==> src/rtl/sram_test_pkg.sv <==
// Shared types for the SRAM test sequencer: FSM states, pattern selects, error counter width.
package sram_test_pkg;

    localparam int unsigned ERR_W = 16;

    typedef enum logic [2:0] {
        StIdle,
        StWIssue,
        StWWait,
        StRIssue,
        StRWait,
        StDone
    } state_e;

    typedef enum logic [1:0] {
        PatAddr    = 2'd0,
        PatAddrInv = 2'd1,
        Pat55      = 2'd2,
        PatAa      = 2'd3
    } pat_sel_e;

endpackage

==> src/rtl/sram_pattern_gen.sv <==
// Combinational test-pattern generator shared by the write-data and read-compare paths.
module sram_pattern_gen
    import sram_test_pkg::*;
#(
    parameter int unsigned ADDR_W = 19,
    parameter int unsigned DATA_W = 8
) (
    input  logic [ADDR_W-1:0] addr_i,
    input  pat_sel_e          sel_i,
    output logic [DATA_W-1:0] data_o
);

    logic [7:0] addr_byte;
    logic [7:0] pat_byte;

    always_comb begin
        addr_byte = 8'(addr_i);
        pat_byte  = '0;
        unique case (sel_i)
            PatAddr:    pat_byte = addr_byte;
            PatAddrInv: pat_byte = ~addr_byte;
            Pat55:      pat_byte = 8'h55;
            PatAa:      pat_byte = 8'hAA;
        endcase
        data_o = DATA_W'(pat_byte);
    end

endmodule

==> src/rtl/sram_test_seq.sv <==
// Write-then-read-back SRAM test sequencer driving a ready/strobe SRAM controller;
// records miscompare count and the first failing address/data.
module sram_test_seq
    import sram_test_pkg::*;
#(
    parameter int unsigned       ADDR_W    = 19,
    parameter int unsigned       DATA_W    = 8,
    parameter logic [ADDR_W-1:0] LAST_ADDR = ADDR_W'(19'h7FFFF)
) (
    input  logic              clk,
    input  logic              reset_n,
    input  logic              start,
    input  logic              abort,
    input  logic [1:0]        pattern_sel,
    output logic              busy,
    output logic              done,
    output logic              pass,
    output logic [ERR_W-1:0]  err_count,
    output logic [ADDR_W-1:0] first_err_addr,
    output logic [DATA_W-1:0] first_err_exp,
    output logic [DATA_W-1:0] first_err_act,
    output logic              mem,
    output logic              rw,
    output logic [ADDR_W-1:0] addr,
    output logic [DATA_W-1:0] data_f2s,
    input  logic              ready,
    input  logic [DATA_W-1:0] data_s2f_r
);

    state_e            state_q, state_d;
    pat_sel_e          sel_q, sel_d;
    logic [ADDR_W-1:0] cnt_q, cnt_d;
    logic              abort_q, abort_d;
    logic              seen_low_q, seen_low_d;
    logic [ERR_W-1:0]  err_q, err_d;
    logic [ADDR_W-1:0] ferr_addr_q, ferr_addr_d;
    logic [DATA_W-1:0] ferr_exp_q, ferr_exp_d;
    logic [DATA_W-1:0] ferr_act_q, ferr_act_d;

    logic [DATA_W-1:0] pat;
    logic              active;
    logic              abort_now;
    logic              op_done;
    logic              is_last;

    sram_pattern_gen #(
        .ADDR_W (ADDR_W),
        .DATA_W (DATA_W)
    ) u_pattern_gen (
        .addr_i (cnt_q),
        .sel_i  (sel_q),
        .data_o (pat)
    );

    always_comb begin
        state_d     = state_q;
        sel_d       = sel_q;
        cnt_d       = cnt_q;
        abort_d     = abort_q;
        seen_low_d  = seen_low_q;
        err_d       = err_q;
        ferr_addr_d = ferr_addr_q;
        ferr_exp_d  = ferr_exp_q;
        ferr_act_d  = ferr_act_q;

        active    = (state_q != StIdle) && (state_q != StDone);
        abort_now = abort_q || abort;
        // Completion is the first ready=1 after the controller has dropped ready.
        op_done   = ready && seen_low_q;
        is_last   = (cnt_q == LAST_ADDR);

        if (active && abort) begin
            abort_d = 1'b1;
        end

        unique case (state_q)
            StIdle, StDone: begin
                if (start) begin
                    state_d     = StWIssue;
                    sel_d       = pat_sel_e'(pattern_sel);
                    cnt_d       = '0;
                    abort_d     = 1'b0;
                    err_d       = '0;
                    ferr_addr_d = '0;
                    ferr_exp_d  = '0;
                    ferr_act_d  = '0;
                end
            end
            StWIssue, StRIssue: begin
                // An accepted command must run to completion even if abort is pending.
                if (ready) begin
                    state_d    = (state_q == StWIssue) ? StWWait : StRWait;
                    seen_low_d = 1'b0;
                end else if (abort_now) begin
                    state_d = StIdle;
                    abort_d = 1'b0;
                end
            end
            StWWait: begin
                if (!ready) begin
                    seen_low_d = 1'b1;
                end else if (op_done) begin
                    if (abort_now) begin
                        state_d = StIdle;
                        abort_d = 1'b0;
                    end else if (is_last) begin
                        state_d = StRIssue;
                        cnt_d   = '0;
                    end else begin
                        state_d = StWIssue;
                        cnt_d   = cnt_q + ADDR_W'(1);
                    end
                end
            end
            StRWait: begin
                if (!ready) begin
                    seen_low_d = 1'b1;
                end else if (op_done) begin
                    if (data_s2f_r != pat) begin
                        if (err_q != '1) begin
                            err_d = err_q + ERR_W'(1);
                        end
                        if (err_q == '0) begin
                            ferr_addr_d = cnt_q;
                            ferr_exp_d  = pat;
                            ferr_act_d  = data_s2f_r;
                        end
                    end
                    if (abort_now) begin
                        state_d = StIdle;
                        abort_d = 1'b0;
                    end else if (is_last) begin
                        state_d = StDone;
                    end else begin
                        state_d = StRIssue;
                        cnt_d   = cnt_q + ADDR_W'(1);
                    end
                end
            end
            default: state_d = StIdle;
        endcase
    end

    always_ff @(posedge clk or negedge reset_n) begin
        if (!reset_n) begin
            state_q     <= StIdle;
            sel_q       <= PatAddr;
            cnt_q       <= '0;
            abort_q     <= 1'b0;
            seen_low_q  <= 1'b0;
            err_q       <= '0;
            ferr_addr_q <= '0;
            ferr_exp_q  <= '0;
            ferr_act_q  <= '0;
        end else begin
            state_q     <= state_d;
            sel_q       <= sel_d;
            cnt_q       <= cnt_d;
            abort_q     <= abort_d;
            seen_low_q  <= seen_low_d;
            err_q       <= err_d;
            ferr_addr_q <= ferr_addr_d;
            ferr_exp_q  <= ferr_exp_d;
            ferr_act_q  <= ferr_act_d;
        end
    end

    always_comb begin
        busy           = (state_q != StIdle) && (state_q != StDone);
        done           = (state_q == StDone);
        pass           = done && (err_q == '0);
        err_count      = err_q;
        first_err_addr = ferr_addr_q;
        first_err_exp  = ferr_exp_q;
        first_err_act  = ferr_act_q;
        mem            = (state_q == StWIssue) || (state_q == StRIssue);
        rw             = (state_q == StRIssue) || (state_q == StRWait);
        addr           = cnt_q;
        // Write data is driven only while a write is outstanding so idle/reset shows zero.
        data_f2s       = ((state_q == StWIssue) || (state_q == StWWait)) ? pat : '0;
    end

endmodule

==> config.mk <==
export PLATFORM = sky130hd
export DESIGN_NAME = sram_test_seq
export DESIGN_NICKNAME = d
export VERILOG_FILES = /design/src/rtl/sram_test_pkg.sv /design/src/rtl/sram_pattern_gen.sv /design/src/rtl/sram_test_seq.sv
export SDC_FILE = /design/constraint.sdc
export NUM_CORES = 1
export LEC_CHECK = 0
export BUFFER_PORTS_ARGS = -buffer_cell sky130_fd_sc_hd__buf_2
export CORE_AREA = 4 4 97 99
export CTS_BUF_LIST = sky130_fd_sc_hd__clkbuf_4
export DETAILED_ROUTE_END_ITERATION = 8
export DIE_AREA = 0 0 101 103
export PLACE_DENSITY = 0.8
export SYNTH_ARGS = -nofsm -noshare
export SYNTH_HDL_FRONTEND = slang
export SYNTH_SLANG_ARGS = --single-unit
export TNS_END_PERCENT = 10
==> constraint.sdc <==
create_clock -name clk -period 3.1 [get_ports clk]
set_input_delay 0.155 -clock clk [delete_from_list [all_inputs] [get_ports clk]]
set_output_delay 0.155 -clock clk [all_outputs]
set_load 0.02 [all_outputs]
==> results of run 1 <==
[kinds of logic after synthesis]
group	count (synthesis)
and+or+nand+nor	220
muxes	25
xor gates and xnor gates	24
AOI/OAI and AO/OA	124
buffers and inverters	59
DFF	77
adders and majority gates	4
[flip-flops by register name, summed over array words and instances, names as in the netlist]
register	cells
addr	19
seen_low_q	1
state_q	3
first_err_act	8
sel_q	2
err_count	16
abort_q	1
first_err_exp	8
first_err_addr	19
[cell type report]
class,count,area (µm²)
multi-input combinational,397,2510
sequential,77,1930
clock buffer,9,67.6
timing repair buffer,118,668
tap,108,135
clock inverter,6,103
inverter,17,63.8
fill,733,3070
[worst min-delay path, delay by kind of cell]
| kind | cells | cell delay [ps] |
|---|---|---|
| buf+inv | 1 | 130 |
| simple gates | 1 | 50 |
| compound gates | 1 | 60 |
[per-layer routing]
metal / global-route usage / up-vias / routed length [µm]
met1: 0.327 / 2146 / 5080
met4: 0.102 / 0 / 357
met5: 0 / - / 0
li1: - / 2086 / -
met2: 0.394 / 205 / 5880
met3: 0.0433 / 36 / 938
[timing repair]
| item | in CTS | in global routing |
|---|---|---|
| hold buffers | 4 | 0 |
| hold endpoints to repair | 80 | 0 |
| buffers inserted | 0 | 0 |
| resized for setup | 0 | 2 |
| setup endpoints to repair | 0 | 18 |
[cells in the mapped netlist (2+ instances only)]
| library cell | instances |
|---|---|
| nand4_1 | 7 |
| and2_1 | 2 |
| nor3b_1 | 4 |
| or3b_1 | 2 |
| o211ai_1 | 25 |
| dfrtp_1 | 77 |
| or4_1 | 3 |
| o22a_1 | 3 |
| mux2_4 | 8 |
| a211oi_1 | 3 |
| mux2_2 | 9 |
| o22ai_1 | 2 |
| inv_1 | 17 |
| and3_1 | 7 |
| o32ai_1 | 2 |
| and3b_1 | 2 |
| clkbuf_1 | 30 |
| o21a_1 | 8 |
| buf_2 | 4 |
| mux2i_1 | 8 |
| buf_4 | 3 |
| xnor2_1 | 19 |
| a2111oi_0 | 4 |
| nor4b_1 | 3 |
| nor2b_1 | 8 |
| or2_2 | 2 |
| ha_1 | 3 |
| nand2b_1 | 7 |
| and4_1 | 2 |
| or3_1 | 4 |
| buf_1 | 2 |
| nand2_1 | 51 |
| a2bb2oi_1 | 4 |
| clkbuf_2 | 2 |
| nor2_1 | 65 |
| a21oi_1 | 18 |
| o21ai_0 | 27 |
| nand3_1 | 19 |
| a31oi_1 | 11 |
| xor2_1 | 5 |
| nor4_1 | 9 |
| nor3_1 | 18 |
| nand3b_1 | 3 |
[worst max path at each step]
stage | startpoint | end | slack [ps]
5_1_grt | sel_q[0]$_DFFE_PN0P_ | first_err_exp[7]$_DFFE_PN0P_ | 90
3_3_place_gp | sel_q[0]$_DFFE_PN0P_ | err_count[1]$_DFFE_PN0P_ | 220
6_report | sel_q[0]$_DFFE_PN0P_ | first_err_exp[1]$_DFFE_PN0P_ | 250
4_1_cts | sel_q[0]$_DFFE_PN0P_ | err_count[1]$_DFFE_PN0P_ | 4
2_1_floorplan | addr[5]$_DFFE_PN0P_ | first_err_addr[0]$_DFFE_PN0P_ | 530
3_5_place_dp | sel_q[0]$_DFFE_PN0P_ | err_count[1]$_DFFE_PN0P_ | 60
[power groups by stage]
| stage | combinational [mW] | clock [mW] | sequential, mW |
|---|---|---|---|
| floorplan | 1.29 | 0 | 1.33 |
| global placement | 1.81 | 0 | 1.31 |
| detailed placement | 1.86 | 0 | 1.32 |
| CTS | 1.87 | 0.763 | 1.30 |
| global route | 2.05 | 0.816 | 1.33 |
| finish | 1.87 | 0.750 | 1.30 |
[cells in the final DEF, fill, tap and decap left out, types with 5 or more instances in the layout]
master    instances
a21oi_1          18
a31oi_1          11
and3_1            7
buf_2            96
buf_4            17
clkbuf_4          9
dfrtp_1          77
inv_1            17
mux2_2            9
mux2_4            8
mux2i_1           8
nand2_1          51
nand2b_1          7
nand3_1          19
nand4_1           7
nor2_1           65
nor2b_1           7
nor3_1           18
nor4_1            9
o211ai_1         25
o21a_1            8
o21ai_0          27
xnor2_1          19
xor2_1            5
==> out/qor.yml, run 1 <==
outcome:
  status: "complete, no violations"
finish:
  area_delta_synth_final_pct: 17.2
  drive_gt1_frac: 0.245
  final_util: 0.640
  n_antenna_cell: 0
  fin_area_mm2: 0.00548
  stdcell_count: 732
  nets: 638
power_and_ir_drop:
  clkPwrFrac: 0.191
  p_seq_frac: 0.332
  powerDensity_mw_per_mm2: 717
  power_frac_comb: 0.477
  ir_worst_vdd_v: 0.000468
  p_leak_nw: 2.54
  p_sw_mw: 1.73
  power.total_mw: 3.93
  netSwitchingFraction: 0.442
  internal-power_mw: 2.19
timing:
  rsz0062_at_grt: "false"
  finalCritPeriodShare: 0.921
  tns_ps: 0
  tightest_slew_ps: 989
  hold_viol_final: 0
  hold_slack_ps: 11.0
  max_freq_ghz: 0.350
  slew-limit-headroom: 0.340
  report.final.slew_viol_count: 0
  finalSetupViolations: 0
  clock-skew-final_ps: 10.5
  period_minus_slack_ps: 2850
  post-route-worst-setup-slack_ps: 246
die:
  initial_utilization: 0.546
  dieArea_mm2: 0.0104
  io_pins: 98
  die_w_um: 101
  die_h_um: 103
  coreArea_mm2: 0.00855
  row_count: 34
routing:
  drcViolationCount: 0
  drt_iter0_drc: 245
  routed_wl_um: 12300
  dr.pass1.iters: 6
  num_vias: 4473
  viasPerCell: 6.11
  detail-route-antenna-nets: 0
  wl_per_cell_um: 16.7
yosys:
  synth_seq_area_share: 0.412
  yosys.cell_types.count: 64
  synth_top_area_cell: "dfrtp_1"
  synth_seq_cells: 77
  synthXorXnorAreaFrac: 0.0450
  yosys.area_share.adder: 0.0102
  synth_top_family_by_area: "simple AND/OR/NAND/NOR gates"
  synth_edf_count: 0
  syn_area_mm2: 0.00467
  syn_avg_cell_area_um2: 8.77
  synthMuxAreaShare: 0.0645
  synth_warnings: 0
  synth_compound_gate_area_share: 0.183
  syn_nets: 551
  synthTopCellsByArea: "dfrtp_1 (41%), nor2_1 (5.2%), nand2_1 (4.1%)"
  synth_simple_gate_area_frac: 0.231
  syn_inst: 533
  netlist.area_leader.share: 0.412
  yosys_most_used_dff: "dfrtp_1"
  async_flop_share: 1.00
setup_path:
  critPathBufInv: 1
  r2r_start: "sel_q[0]$_DFFE_PN0P_"
  reg2reg_depth: 7
  r2r_end: "first_err_exp[1]$_DFFE_PN0P_"
  path_depth: 7
  regToRegSetupSlack_ps: 250
  max_stage_delay_ps: 560
  cp_max_fo: 35
  path_cells: "or3_1, a2111oi_1, a211oi_1, o41ai_4, o21a_1, buf_12, mux2_2"
  cp_data_arrival_time_ps: 3170
  crit_path_top_delay_cell: "dfrtp_1"
  critPathTopFamily: "compound AO/OA/AOI/OAI gates"
  cp-start-kind: "register"
  crit_type: "reg -> reg"
  worstPathRequired_ps: 3410
  end_kind: "register"
clock_tree:
  cts_num_sinks: 77
  path_clk_slew_ps: 120
  cts.path.max_buffers: 2
  cts_made_buffers: 9
  h-tree-depth: 3
  cts_tree: "built"
  clock_latency_ps: 420
  root_buffer: "clkbuf_4"
global_route:
  grt_pass1_wl_um: 20600
  grt_max_degree: 78
  grt_overflow: 0
  first_global_vias: 4256
  grt_use_total: 0.245
  antenna_found_initial: 0
place:
  portBuffers: 97
  dp_cells: 713
  place_hpwl_um: 8710
  placed_area_mm2: 0.00526
  dp_slack_ps: 59.7
  gp_congestion: 0.884
min_path:
  hold_path_depth: 3
  hold_class: "in -> reg"
  timing.hold.worst.start: "data_s2f_r[2]"
  whs_endpoint: "first_err_act[2]$_DFFE_PN0P_"
flow_run:
  max-cap-violations: 0
Power figures use the tool's default switching activity.
==> inputs of run 2 (changes only) <==
--- a/config.mk
+++ b/config.mk
@@ -6,11 +6,11 @@
 export NUM_CORES = 1
 export LEC_CHECK = 0
 export BUFFER_PORTS_ARGS = -buffer_cell sky130_fd_sc_hd__buf_2
-export CORE_AREA = 4 4 97 99
+export CORE_AREA = 4 4 96 98
 export CTS_BUF_LIST = sky130_fd_sc_hd__clkbuf_4
 export DETAILED_ROUTE_END_ITERATION = 8
-export DIE_AREA = 0 0 101 103
-export PLACE_DENSITY = 0.8
+export DIE_AREA = 0 0 100 102
+export PLACE_DENSITY = 0.81
 export SYNTH_ARGS = -nofsm -noshare
 export SYNTH_HDL_FRONTEND = slang
 export SYNTH_SLANG_ARGS = --single-unit
==> out/qor.yml, run 2 (same netlist as run 1, synthesis figures left out) <==
outcome:
  status: "complete, no violations"
global_route:
  grt_use_total: 0.242  # -0.00280
  grt_pass1_wl_um: 19900  # -3.0%
  grt_overflow: 0  # unchanged
  first_global_vias: 4126  # -3.1%
  grt_max_degree: 78  # unchanged
  antenna_found_initial: 0  # unchanged
routing:
  dr.pass1.iters: 5  # -1
  wl_per_cell_um: 16.4  # -1.9%
  wl_met3_um: 807  # -14%
  dr.max_layer_used: "met4"
  num_vias: 4470  # -0.067%
  detail-route-antenna-nets: 0  # unchanged
  viasPerCell: 6.03  # -1.3%
  dr_wl_met2_um: 5970  # +1.6%
  routed_wl_um: 12200  # -0.73%
  drt_iter0_drc: 283  # +16%
  drt-met1-wl_um: 5220  # +2.6%
  drcViolationCount: 0  # unchanged
clock_tree:
  cts_num_sinks: 77  # unchanged
  cts.path.max_buffers: 2  # unchanged
  cts_made_buffers: 9  # unchanged
  post_cts_buffers: 0  # unchanged
  cts_tree: "built"
  path_clk_slew_ps: 130  # about the same
  root_buffer: "clkbuf_4"
  h-tree-depth: 3  # unchanged
  clock_latency_ps: 440  # +20 ps
setup_path:
  cp_data_arrival_time_ps: 3210  # +40 ps
  regToRegSetupSlack_ps: 220  # -30 ps
  critPathCapture: "first_err_addr[15]$_DFFE_PN0P_"
  r2r_start: "sel_q[0]$_DFFE_PN0P_"
  reg2reg_depth: 7  # unchanged
  end_kind: "register"
  worstPathRequired_ps: 3430  # +20 ps
  crit_path_start: "sel_q[0]$_DFFE_PN0P_"
  cp-start-kind: "register"
  cp_max_fo: 21  # -40%
  crit_type: "reg -> reg"
  r2r_end: "first_err_addr[15]$_DFFE_PN0P_"
finish:
  n_antenna_cell: 0  # unchanged
  nets: 646  # +1.3%
  layout_commonest_cell: "buf_2"
  area_delta_synth_final_pct: 18.2
  final_cell_mix: "buf_2 (96), dfrtp_1 (77), nor2_1 (65)"
  drive_gt1_frac: 0.250  # +0.00441
  multi_input_area_mm2: 0.00251  # unchanged
  fill_cells: 714  # -2.6%
  final-seq-area_mm2: 0.00193  # unchanged
power_and_ir_drop:
  ir_worst_vdd_v: 0.000499  # +6.6%
  power.total_mw: 3.82  # -2.6%
  powerDensity_mw_per_mm2: 693  # -3.4%
  p_leak_nw: 2.55  # +0.60%
min_path:
  hold_path_depth: 3  # unchanged
  hold_class: "in -> reg"
timing:
  rsz0062_at_grt: "false"
  finalSetupViolations: 0  # unchanged
  report.final.slew_viol_count: 0  # unchanged
  hold_viol_final: 0  # unchanged
  finalCritPeriodShare: 0.931  # +0.00997
  slew-limit-headroom: 0.355  # +0.0144
  tightest_slew_ps: 968  # -21.6 ps
  clock-skew-final_ps: 12.2  # +1.66 ps
  tns_ps: 0  # unchanged
  period_minus_slack_ps: 2880  # +30.9 ps
  max_freq_ghz: 0.347  # -1.1%
place:
  place_hpwl_um: 8770  # +0.67%
  gp_congestion: 0.910  # +3.0%
  portBuffers: 97  # unchanged
die:
  coreArea_mm2: 0.00847  # -1.0%
  dieArea_mm2: 0.0102  # -2.0%
  io_pins: 98  # unchanged
  die_w_um: 100  # -0.99%
  row_count: 34  # unchanged
  die_h_um: 102  # -0.97%
  initial_utilization: 0.552  # +0.00549
flow_run:
  max-cap-violations: 0  # unchanged
## run 2: cell count changes in the layout (fill, tap and decap cells not counted)
cell	delta
clkinv_4	+2
inv_6	+1
clkinv_1	-1
clkinv_2	-1
buf_4	+3
bufinv_16	-2
clkinvlp_4	+2
dlygate4sd3_1	+5
## run 2: worst max-delay path, stage by stage (launching register included)
cell       delay [ps]
dfrtp_1           550
or3_1             420
a2111oi_1         450
a211oi_1          180
o41ai_4           370
o21a_1            230
buf_4             260
mux2_4            320
## run 2: where the power goes
part | switching [mW] | internal [mW]
registers | 0.160 | 1.13
clock network | 0.381 | 0.248
logic | 1.22 | 0.683
total | 1.77 | 2.06
## run 2: layout make-up
cell class                      count  share of cell area
Sequential cell                    77               0.349
Inverter                           17              0.0116
Timing Repair Buffer              126               0.134
Clock inverter                      7              0.0136
Tap cell                          108              0.0245
Multi-Input combinational cell    397               0.455
Clock buffer                        9              0.0122
## run 2: worst min path at each step
stage / startpoint / slack [ps] / endpoint
6_report: data_s2f_r[1] / 10 / first_err_act[1]$_DFFE_PN0P_
5_1_grt: data_s2f_r[2] / 40 / first_err_act[2]$_DFFE_PN0P_
4_1_cts: data_s2f_r[1] / 6 / first_err_act[1]$_DFFE_PN0P_
3_5_place_dp: reset_n / 380 / first_err_exp[6]$_DFFE_PN0P_
3_3_place_gp: reset_n / 340 / first_err_exp[6]$_DFFE_PN0P_
2_1_floorplan: reset_n / -140 / abort_q$_DFF_PN0_
## run 2: through the flow
step                      cells  setup slack (ps)  cell area (µm²)  hold slack, ps  utilization
final                       741               215             5520            13.3        0.652
after detailed placement    716              84.4             5280             376        0.624
after global routing        741              45.5             5520            36.4        0.652
after CTS                   741              65.7             5520            5.69        0.652
after floorplan             533               527             4670            -141            -
after global placement      716               260             5280             344        0.624
## run 2: routing by layer
layer,global-route usage,vias to the layer above
li1,-,2117
met1,0.329,2166
met2,0.401,168
met3,0.0362,19
met4,0.0788,0
met5,0,-
## run 2: timing repair
| action | CTS | global route |
|---|---|---|
| endpoints found under the setup margin | 0 | 14 |
| endpoints found under the hold margin | 85 | 0 |
| resized for setup | 0 | 2 |
| hold buffers | 9 | 0 |
==> inputs of run 3 (changes only) <==
--- a/config.mk
+++ b/config.mk
@@ -10,7 +10,7 @@
 export CTS_BUF_LIST = sky130_fd_sc_hd__clkbuf_4
 export DETAILED_ROUTE_END_ITERATION = 8
 export DIE_AREA = 0 0 100 102
-export PLACE_DENSITY = 0.81
+export PLACE_DENSITY_LB_ADDON = 0.1
 export SYNTH_ARGS = -nofsm -noshare
 export SYNTH_HDL_FRONTEND = slang
 export SYNTH_SLANG_ARGS = --single-unit
==> out/qor.yml, run 3 (same netlist as run 1, synthesis figures left out) <==
setup_path:
  cp_max_fo: 26  # +24%
  r2r_end: "first_err_exp[3]$_DFFE_PN0P_"
  r2r_start: "sel_q[0]$_DFFE_PN0P_"
  crit_type: "reg -> reg"
  reg2reg_depth: 7  # unchanged
  worstPathRequired_ps: 3420  # about the same
  cp_data_arrival_time_ps: 3260  # +50 ps
  cp-start-kind: "register"
  regToRegSetupSlack_ps: 160  # -50 ps
  end_kind: "register"
timing:
  report.final.slew_viol_count: 0  # unchanged
  hold_viol_final: 0  # unchanged
  slew-limit-headroom: 0.351  # -0.00423
  max_freq_ghz: 0.341  # -1.7%
  clock-skew-final_ps: 18.8  # +6.57 ps
  period_minus_slack_ps: 2940  # +50.7 ps
  finalSetupViolations: 0  # unchanged
  finalCritPeriodShare: 0.947  # +0.0164
  tightest_slew_ps: 974  # +6.34 ps
  rsz0062_at_grt: "false"
  tns_ps: 0  # unchanged
place:
  gp_congestion: 0.897  # -1.4%
  place_hpwl_um: 8550  # -2.5%
  portBuffers: 97  # unchanged
power_and_ir_drop:
  internal-power_mw: 1.97  # -4.4%
  power_frac_comb: 0.512  # +0.013
  power.total_mw: 3.73  # -2.4%
  p_leak_nw: 2.54  # -0.43%
  netSwitchingFraction: 0.473  # +0.0113
  clkPwrFrac: 0.148  # -0.016
  powerDensity_mw_per_mm2: 681  # -1.7%
  p_seq_frac: 0.340  # +0.003
  ir_worst_vdd_v: 0.000393  # -21%
  p_sw_mw: 1.77  # about the same
die:
  die_h_um: 102  # unchanged
  io_pins: 98  # unchanged
  dieArea_mm2: 0.0102  # unchanged
  initial_utilization: 0.552  # unchanged
  die_w_um: 100  # unchanged
  coreArea_mm2: 0.00847  # unchanged
  row_count: 34  # unchanged
clock_tree:
  root_buffer: "clkbuf_4"
  post_cts_buffers: 0  # unchanged
  clock_latency_ps: 430  # about the same
  cts_tree: "built"
  cts_num_sinks: 77  # unchanged
  cts_made_buffers: 9  # unchanged
  h-tree-depth: 3  # unchanged
  path_clk_slew_ps: 140  # about the same
  cts.path.max_buffers: 2  # unchanged
global_route:
  antenna_found_initial: 0  # unchanged
  globalRouteMet1Util: 0.344  # +0.0144
  use_met3: 0.0457  # +0.00956
  first_global_vias: 4207  # +2.0%
  grt_pass1_wl_um: 20200  # +1.2%
  busiest_layer: "met2"
  grt.met2_usage: 0.388  # -0.0128
  grt_max_degree: 78  # unchanged
  grt_use_total: 0.244  # +0.00248
  grt_overflow: 0  # unchanged
routing:
  wl_per_cell_um: 16.5  # +0.72%
  routed_wl_um: 12300  # +0.72%
  detail-route-antenna-nets: 0  # unchanged
  drcViolationCount: 0  # unchanged
  viasPerCell: 5.87  # -2.6%
  dr.pass1.iters: 4  # -1
  drt_iter0_drc: 175  # -38%
  num_vias: 4353  # -2.6%
finish:
  final_cell_mix: "buf_2 (96), dfrtp_1 (77), nor2_1 (65)"
  multi_input_area_mm2: 0.00251  # about the same
  layout_commonest_cell: "buf_2"
  nets: 646  # unchanged
  drive_gt1_frac: 0.251  # +0.00158
  final-seq-area_mm2: 0.00193  # unchanged
  fill_cells: 747  # +4.6%
  final_util: 0.648  # -0.00473
  area_delta_synth_final_pct: 17.3
  n_antenna_cell: 0  # unchanged
min_path:
  timing.hold.worst.start: "data_s2f_r[7]"
  hold_class: "in -> reg"
  whs_endpoint: "first_err_act[7]$_DFFE_PN0P_"
  hold_path_depth: 3  # unchanged
outcome:
  status: "complete, no violations"
flow_run:
  max-cap-violations: 0  # unchanged
## run 3: worst max-delay path, stage by stage (launching register included)
cell and delay, ps:
dfrtp_1 540, or3_1 410, a2111oi_0 410, a211oi_1 170, o41ai_4 450, o21a_1 190, buf_4 280, mux2_2 370
## run 3: worst max path at each step
stage / slack [ps] / depth (start not counted) / start / endpoint
final: 160 / 7 / sel_q[0]$_DFFE_PN0P_ / first_err_exp[3]$_DFFE_PN0P_
after global routing: 10 / 7 / sel_q[0]$_DFFE_PN0P_ / first_err_exp[3]$_DFFE_PN0P_
after CTS: 150 / 7 / sel_q[0]$_DFFE_PN0P_ / err_count[0]$_DFFE_PN0P_
after detailed placement: 210 / 7 / sel_q[0]$_DFFE_PN0P_ / err_count[0]$_DFFE_PN0P_
after global placement: 300 / 7 / sel_q[0]$_DFFE_PN0P_ / first_err_exp[3]$_DFFE_PN0P_
after floorplan: 530 / 9 / addr[5]$_DFFE_PN0P_ / first_err_addr[0]$_DFFE_PN0P_
## run 3: layer usage
layer  vias to the layer above  part of all wire
met5                         -                 0
met4                         0             0.011
met3                        13             0.066
met2                       156              0.47
met1                      2087              0.45
li1                       2097                 -
## run 3: cell type report
type | count | area share
inverter | 17 | 0.0116
clock buffer | 9 | 0.0123
clock inverter | 7 | 0.00890
sequential | 77 | 0.352
timing repair buffer | 126 | 0.133
tap | 108 | 0.0247
multi-input combinational | 397 | 0.458
## run 3: power by group through the flow
stage | logic, mW | clock network [mW] | registers [mW]
detailed placement | 1.90 | 0 | 1.29
finish | 1.91 | 0.554 | 1.27
CTS | 1.92 | 0.573 | 1.27
global route | 2.10 | 0.617 | 1.29
global placement | 1.87 | 0 | 1.28
floorplan | 1.29 | 0 | 1.33
## run 3: stage by stage
step | hold slack (ps) | cell area [µm²] | std cells | worst slack (ps)
finish | 23.4 | 5480 | 741 | 164
CTS | 1.76 | 5480 | 741 | 152
detailed placement | 382 | 5270 | 716 | 206
global placement | 367 | 5270 | 716 | 304
floorplan | -141 | 4670 | 533 | 527
global route | 18.4 | 5480 | 741 | 14.5
## run 3: repair_timing
action / in CTS / in global routing
hold endpoints to repair: 85 / 0
gates resized for setup: 0 / 1
endpoints found under the setup margin: 0 / 1
hold buffers: 9 / 0
